==> config.mk <==
export PLATFORM = sky130hd
export DESIGN_NAME = serial_adder
export DESIGN_NICKNAME = d
export VERILOG_FILES = /design/src/rtl/serial_adder.sv
export SDC_FILE = /design/constraint.sdc
export NUM_CORES = 1
export LEC_CHECK = 0
export ABC_AREA = 1
export ABC_CLOCK_PERIOD_IN_PS = 2300
export BUFFER_PORTS_ARGS = -buffer_cell sky130_fd_sc_hd__buf_2
export CAP_MARGIN = 5
export CORE_UTILIZATION = 26
export DETAILED_ROUTE_END_ITERATION = 7
export PLACE_DENSITY_LB_ADDON = 0.12
export SLEW_MARGIN = 20
export SYNTH_ARGS = -nofsm -noshare
export SYNTH_HDL_FRONTEND = slang
export SYNTH_SLANG_ARGS = --single-unit
==> constraint.sdc <==
create_clock -name clk -period 2.3 [get_ports clk]
set_input_delay 0.345 -clock clk [delete_from_list [all_inputs] [get_ports clk]]
set_output_delay 0.345 -clock clk [all_outputs]
set_load 0.005 [all_outputs]
==> src/rtl/serial_adder.sv <==
// Bit-serial adder: one full-adder cell plus a carry flop, LSB-first, with start/busy/done handshake.
// Optional subtract mode (sub port) is enabled by defining SERIAL_ADDER_SUB_EN.
module serial_adder #(
  parameter int WIDTH = 8
) (
  input  logic             clk,
  input  logic             rst_n,
  input  logic             start,
  input  logic [WIDTH-1:0] a,
  input  logic [WIDTH-1:0] b,
  input  logic             cin,
`ifdef SERIAL_ADDER_SUB_EN
  input  logic             sub,
`endif
  output logic             busy,
  output logic             done,
  output logic [WIDTH-1:0] sum,
  output logic             cout,
  output logic             ovf
);

  localparam int CW = (WIDTH > 1) ? $clog2(WIDTH) : 1;
  localparam logic [CW-1:0] LAST_CNT = CW'(WIDTH - 1);

  localparam logic [1:0] IDLE = 2'd0;
  localparam logic [1:0] RUN  = 2'd1;
  localparam logic [1:0] DONE = 2'd2;

  // Returns {carry_out, sum_bit} of a single full-adder cell.
  function automatic logic [1:0] full_add(input logic x, input logic y, input logic c);
    return {(x & y) | (x & c) | (y & c), x ^ y ^ c};
  endfunction

  logic [1:0]       state_r;
  logic [WIDTH-1:0] a_sr_r;
  logic [WIDTH-1:0] b_sr_r;
  logic [WIDTH-1:0] psum_r;
  logic             carry_r;
  logic [CW-1:0]    cnt_r;
  logic             busy_r;
  logic             done_r;
  logic [WIDTH-1:0] sum_r;
  logic             cout_r;
  logic             ovf_r;

  logic [1:0]       fa_s;
  logic [WIDTH-1:0] psum_next_s;
  logic             sub_s;
  logic [WIDTH-1:0] b_load_s;
  logic             c_load_s;

`ifdef SERIAL_ADDER_SUB_EN
  assign sub_s = sub;
`else
  assign sub_s = 1'b0;
`endif

  // Bit-cell datapath and operand preparation for the accepting edge.
  always_comb begin
    fa_s        = full_add(a_sr_r[0], b_sr_r[0], carry_r);
    psum_next_s = psum_r >> 1'b1;
    psum_next_s[WIDTH-1] = fa_s[0];
    if (sub_s) begin
      b_load_s = ~b;
      c_load_s = 1'b1;
    end else begin
      b_load_s = b;
      c_load_s = cin;
    end
  end

  // Control FSM, shift registers and registered result outputs.
  always_ff @(posedge clk) begin
    if (!rst_n) begin
      state_r <= IDLE;
      a_sr_r  <= '0;
      b_sr_r  <= '0;
      psum_r  <= '0;
      carry_r <= 1'b0;
      cnt_r   <= '0;
      busy_r  <= 1'b0;
      done_r  <= 1'b0;
      sum_r   <= '0;
      cout_r  <= 1'b0;
      ovf_r   <= 1'b0;
    end else begin
      case (state_r)
        IDLE, DONE: begin
          done_r <= 1'b0;
          if (start) begin
            state_r <= RUN;
            busy_r  <= 1'b1;
            a_sr_r  <= a;
            b_sr_r  <= b_load_s;
            carry_r <= c_load_s;
            cnt_r   <= '0;
            psum_r  <= '0;
          end else begin
            state_r <= IDLE;
            busy_r  <= 1'b0;
          end
        end
        RUN: begin
          a_sr_r  <= a_sr_r >> 1'b1;
          b_sr_r  <= b_sr_r >> 1'b1;
          carry_r <= fa_s[1];
          psum_r  <= psum_next_s;
          cnt_r   <= cnt_r + CW'(1);
          // carry_r here is the carry into the MSB, so ovf is its XOR with the final carry.
          if (cnt_r == LAST_CNT) begin
            state_r <= DONE;
            busy_r  <= 1'b0;
            done_r  <= 1'b1;
            sum_r   <= psum_next_s;
            cout_r  <= fa_s[1];
            ovf_r   <= carry_r ^ fa_s[1];
          end else begin
            state_r <= RUN;
          end
        end
        default: begin
          state_r <= IDLE;
          busy_r  <= 1'b0;
          done_r  <= 1'b0;
        end
      endcase
    end
  end

  assign busy = busy_r;
  assign done = done_r;
  assign sum  = sum_r;
  assign cout = cout_r;
  assign ovf  = ovf_r;

endmodule

[After elaboration in Yosys (flattened, before gate mapping)]
Index checks and enable logic that the tools add are counted.
Cells by class
  add/subtract/negate cells: 1
  eq/ne operators: 5
  multiplexer cells: 16
  bitwise logic cells: 8
  reduce and logical (&&, ||, !) cells: 6
Operator list (count)
  $pmux W8 S2: 3
  $mux W8: 3
  $pmux W3 S2: 1
  $reduce_and A2 Y1: 3
  $mux W1: 4
  $ne A2 B2 Y1 const B: 2
  $pmux W1 S2: 2
  $pmux W2 S2: 1
  $add A3 B1 Y3 const B: 1
  $and A1 B1 Y1: 3
  $eq A3 B3 Y1 const B: 1
  $mux W3: 1
  $xor A1 B1 Y1: 3
  $eq A2 B1 Y1 const B: 1
  $eq A2 B2 Y1 const B: 1
  $logic_not A2 Y1: 1
  $mux W2: 1
  $or A1 B1 Y1: 2
  $reduce_bool A2 Y1: 1
  $reduce_or A2 Y1: 1
Word-level totals
  register bits after elaboration: 42
  input port bits: 20
  output and inout port bits: 12
  word-level logic and storage cells: 47

[Logic depth before layout (Yosys ltp)]
  depth after elaboration: 4
  gate-level depth with buffers: 8
  depth with buffers taken out: 7

[Worst setup path before layout]
Ideal clock, no wire load.
  path kind: reg2reg
  start: register cnt_r[0]
  end: register cout_r, in the netlist cout
  setup time: 0.116 ns
  data arrival time: 1.172 ns
  required time: 2.184 ns
  path slack: 1.012 ns
  stages on the path, launching flop included: 8
  path buffers: 1
  period minus slack after synthesis: 1.288 ns
  cells stage by stage: dfxtp_1 ha_1 ha_1 inv_1 nor2_4 buf_2 o21ai_0 nor2_1
On the way
  longest elaborated chain between the ends: 2
Ends and longest elaborated chain
  start, declared: line 39  | logic [CW-1:0] cnt_r;
  start signal, assigned: line 108  | cnt_r <= cnt_r + CW'(1);
  $eq A3 B3 Y1: line 110  | if (cnt_r == LAST_CNT) begin
  $reduce_and A2 Y1 (no source line)
  end signal, assigned: line 115  | cout_r <= fa_s[1];
  end, declared: line 43  | logic cout_r;
Every way passes these cells.
A chain may end at the register's enable or synchronous reset.

[Final worst setup path]
  start: register state_r[0]
  end: register busy_r, in the netlist busy
On the way
  longest elaborated chain between the ends: 3
  elaborated cells on any way between the ends: 6
  classes of those cells: eq/ne: 3; mux: 1; reduce/logical: 2
Ends and longest elaborated chain
  start, declared: line 34  | logic [1:0] state_r;
  start signal, assigned: line 75  | state_r <= IDLE;
  start signal, assigned: line 91  | state_r <= RUN;
  start signal, assigned: line 99  | state_r <= IDLE;
  $eq A2 B2 Y1 or $logic_not A2 Y1 (tied branches): line 87  | case (state_r)
  $reduce_or A2 Y1: line 87
  $pmux W1 S2: line 87
  end signal, assigned: line 81  | busy_r <= 1'b0;
  end signal, assigned: line 92  | busy_r <= 1'b1;
  end signal, assigned: line 100  | busy_r <= 1'b0;
  end, declared: line 40  | logic busy_r;
Several ways; a longest one is shown, not always the timed one.

==> metrics.md <==
| Metric | Value |
|---|---|
| Met3 wire length | `125 um` |
| Register area share after synthesis | `0.467` |
| Inserted Clock Buffers | `5` |
| Core area | `around 0.0064 sq mm` |
| RSZ-0062 raised after global routing | `no` |
| Failing checks | `DRC` |
| Largest net degree at the start of global routing | `22` |
| FF-to-FF Start | `state_r[0]$_SDFF_PN0_` |
| Root Buffer | `clkbuf_8` |
| Layout cells sized above 1 | `0.183` |
| Fmax | `617 MHz` |
| Max IR drop VDD | `272 uV` |
| N_diodes | `0` |
| Dominant synthesized flop cell | `dfxtp_1` |
| Vias per inst | `4.34` |
| Post-CTS Resized | `0` |
| Slowest stage cell, crit path | `dfxtp_1` |
| Leading cell type by number of instances after synthesis | `dfxtp_1` |
| Hold/Removal Path Class | `in -> reg` |
| Crit Path Max Fanout | `14` |
| Synthesis-stage register bit count | `41` |
| Post-CTS Setup Bufs | `0` |
| Site Rows | `29` |
| Cell Area, Synth | `0.00176 sq mm` |
| Reg2Reg Depth | `5` |
| Slew HR | `0.528` |
| Multi-input logic area | `742 sq um` |
| Hold buffer count at cts | `0` |
| Metal1 wirelength | `2120 um` |
| WL final | `3930 um` |
| Max layer used | `met4` |
| Initial DRC count | `83` |
| Period utilization | `0.705` |
| Filler Cell Count | `a little under 700` |
| Clock Pin Slew Worst Setup and Hold Paths | `80 ps` |
| Worst endpoint required time | `2520 ps` |
| Post-synth top area cell | `dfxtp_1` |
| Post-synth EDFFs | `0` |
| Mapped Nets | `258` |
| Layout area overhead | `18.1%` |
| Gr ovfl total | `0` |
| Slowest stage delay, CP | `580 ps` |
| Synth area leaders | `dfxtp_1, nand2_1, nor2_1` |
| R2r setup slk | `680 ps` |
| Final setup viols | `0` |
| Slew Limit Fails | `0` |
| Unique cell type count in the Yosys netlist | `22` |
| Vias | `around 1.5k` |
| CP Cell Sequence | `inv_4, nor2_1, buf_4, nand3_1, a21oi_1` |
| Worst skew pair latency | `290 ps` |
| Initial Utilization | `0.274` |
| Die area | `between 0.007 and 0.008 sq mm` |
| Hold Path Origin | `cin` |
| Dpl cell area | `0.00194 sq mm` |
| Remaining DRCs | `2` |
| Fin Setup TNS | `0 ps` |
| Max Root-Sink Buffers | `2` |
| Final HPWL DP | `2570 um` |
| Hold Path Sink | `carry_r$_SDFFE_PN0P_` |
| Final Hold Vio Count | `0` |
| Hold path cells | `3` |
| Global placement routability congestion | `0.729` |
| Status | `complete, but fails checks` |
| Top cell type's share of synthesized area | `0.467` |
| First-pass GRT wire length | `between 6000 and 7000 um` |
| Startpoint types | `register` |
| Worst Tran Pin Value | `707 ps` |
| Vias in the first global route | `1426` |
| Syn Area/Cell | `7.48 sq um` |
| Leak | `0.000958 uW` |
| Die width | `~84 um` |
| Crit path time final | `between 1500 and 2000 ps` |
| Design Power | `around 1600 uW` |
| Die extent in y | `roughly 84 um` |
| Final #Nets | `285` |
| CTS sink cnt | `41` |
| Reg area | `821 sq um` |
| TritonCTS clock tree | `yes` |
| WS Path Type | `reg -> reg` |
| CTS H-tree depth | `2` |
| Port bufs | `31` |
| Wire per inst | `11.6 um` |
| DRT Pass-1 Iters | `6` |
| Final Skew | `10.3 ps` |
| Design area | `0.00207 sq mm` |
| Cells after Synth | `235` |
| Ports | `32` |
| Antenna violations before repair | `0` |
| CP arrival | `1840 ps` |
| GR Util All Layers | `0.122` |
| Synth cell count leaders | `dfxtp_1, nand2_1, nor2_1` |
| Remaining antenna violation count | `0` |
| Endpoint type of the worst setup path | `register` |
| Max Cap Viol | `0` |
| PD cells | `between 700 and 800 mW/mm^2` |
| FFs w/ async S/R, synth | `0` |
| Met2 routed WL | `between 1500 and 2000 um` |
| Capturing point of the worst reg2reg path | `busy$_SDFFE_PN0P_` |
| Synth warn | `0` |
-- how the worst max path moves through the flow --
stage	endpoint	depth (start not counted)	startpoint	slack [ps]
3_5_place_dp	psum_r[7]$_SDFFE_PN0P_	5	state_r[0]$_SDFF_PN0_	670
6_report	busy$_SDFFE_PN0P_	5	state_r[0]$_SDFF_PN0_	680
4_1_cts	busy$_SDFFE_PN0P_	5	state_r[0]$_SDFF_PN0_	660
3_3_place_gp	done$_SDFFE_PN0N_	5	state_r[0]$_SDFF_PN0_	720
5_1_grt	psum_r[6]$_SDFFE_PN0P_	5	state_r[0]$_SDFF_PN0_	520
2_1_floorplan	cout$_SDFFE_PN0P_	7	cnt_r[0]$_SDFFE_PN0P_	1010
-- registers in the layout (all words and copies together) (netlist names), 2 cells and up --
register / cells
a_sr_r: 8
b_sr_r: 8
sum: 8
psum_r: 7
cnt_r: 3
state_r: 2
-- power by group --
part	internal [uW]	switching, uW	total, uW
Combinational	67.7	112	179
Sequential	745	25.0	770
Clock	431	255	687
-- cells in the final DEF (no fill, tap or decap) --
master	count
nand2_4	2
ha_1	2
o21ai_1	1
dfxtp_1	41
nand3_1	25
clkbuf_8	5
o211ai_1	6
a21oi_1	22
inv_4	1
inv_2	3
xor2_1	1
nor2_1	37
nor2_4	1
clkinv_2	1
nand2_1	40
nor3_1	1
nand2_8	1
inv_1	27
buf_4	1
buf_2	31
o21ai_0	11
bufinv_16	2
fa_1	1
-- worst max-delay path: cells and delay by family (launching register included) --
family                 cells  cell delay (ps)
buffers and inverters      2              380
and+or+nand+nor            2              480
AOI/OAI and AO/OA          1              130
DFF                        1              580
-- logic make-up (layout without fill, tap and decap cells) --
group,after synthesis,in the layout,share of synthesized area
flops,41,41,0.467
xor+xnor,1,1,0.00499
compound gates,40,40,0.123
buf+inv,43,71,0.110
simple gates,107,107,0.269
fa+ha+maj,3,3,0.0256
-- routing by layer --
metal / up-vias / track usage
li1: 797 / -
met1: 650 / 0.175
met2: 23 / 0.179
met3: 5 / 0.0265
met4: 0 / 0.0423
met5: - / 0
-- final cells by class --
cell class              count  area share
clock buffers               5      0.0332
flip-flops and latches     41       0.396
multi-input cells         151       0.358
well taps                  77      0.0464
repair buffers             32      0.0784
inverters                  31      0.0573
clock inverters             3      0.0314
-- through the flow --
| stage | hold WS (ps) | instances | util | setup WS (ps) |
|---|---|---|---|---|
| after floorplan | 428 | 235 | - | 1010 |
| after global placement | 448 | 332 | 0.302 | 722 |
| after detailed placement | 458 | 332 | 0.302 | 667 |
| after CTS | 298 | 340 | 0.323 | 657 |
| after global routing | 315 | 340 | 0.323 | 519 |
| final | 305 | 340 | 0.323 | 679 |
(Power assumes the default switching activity.)
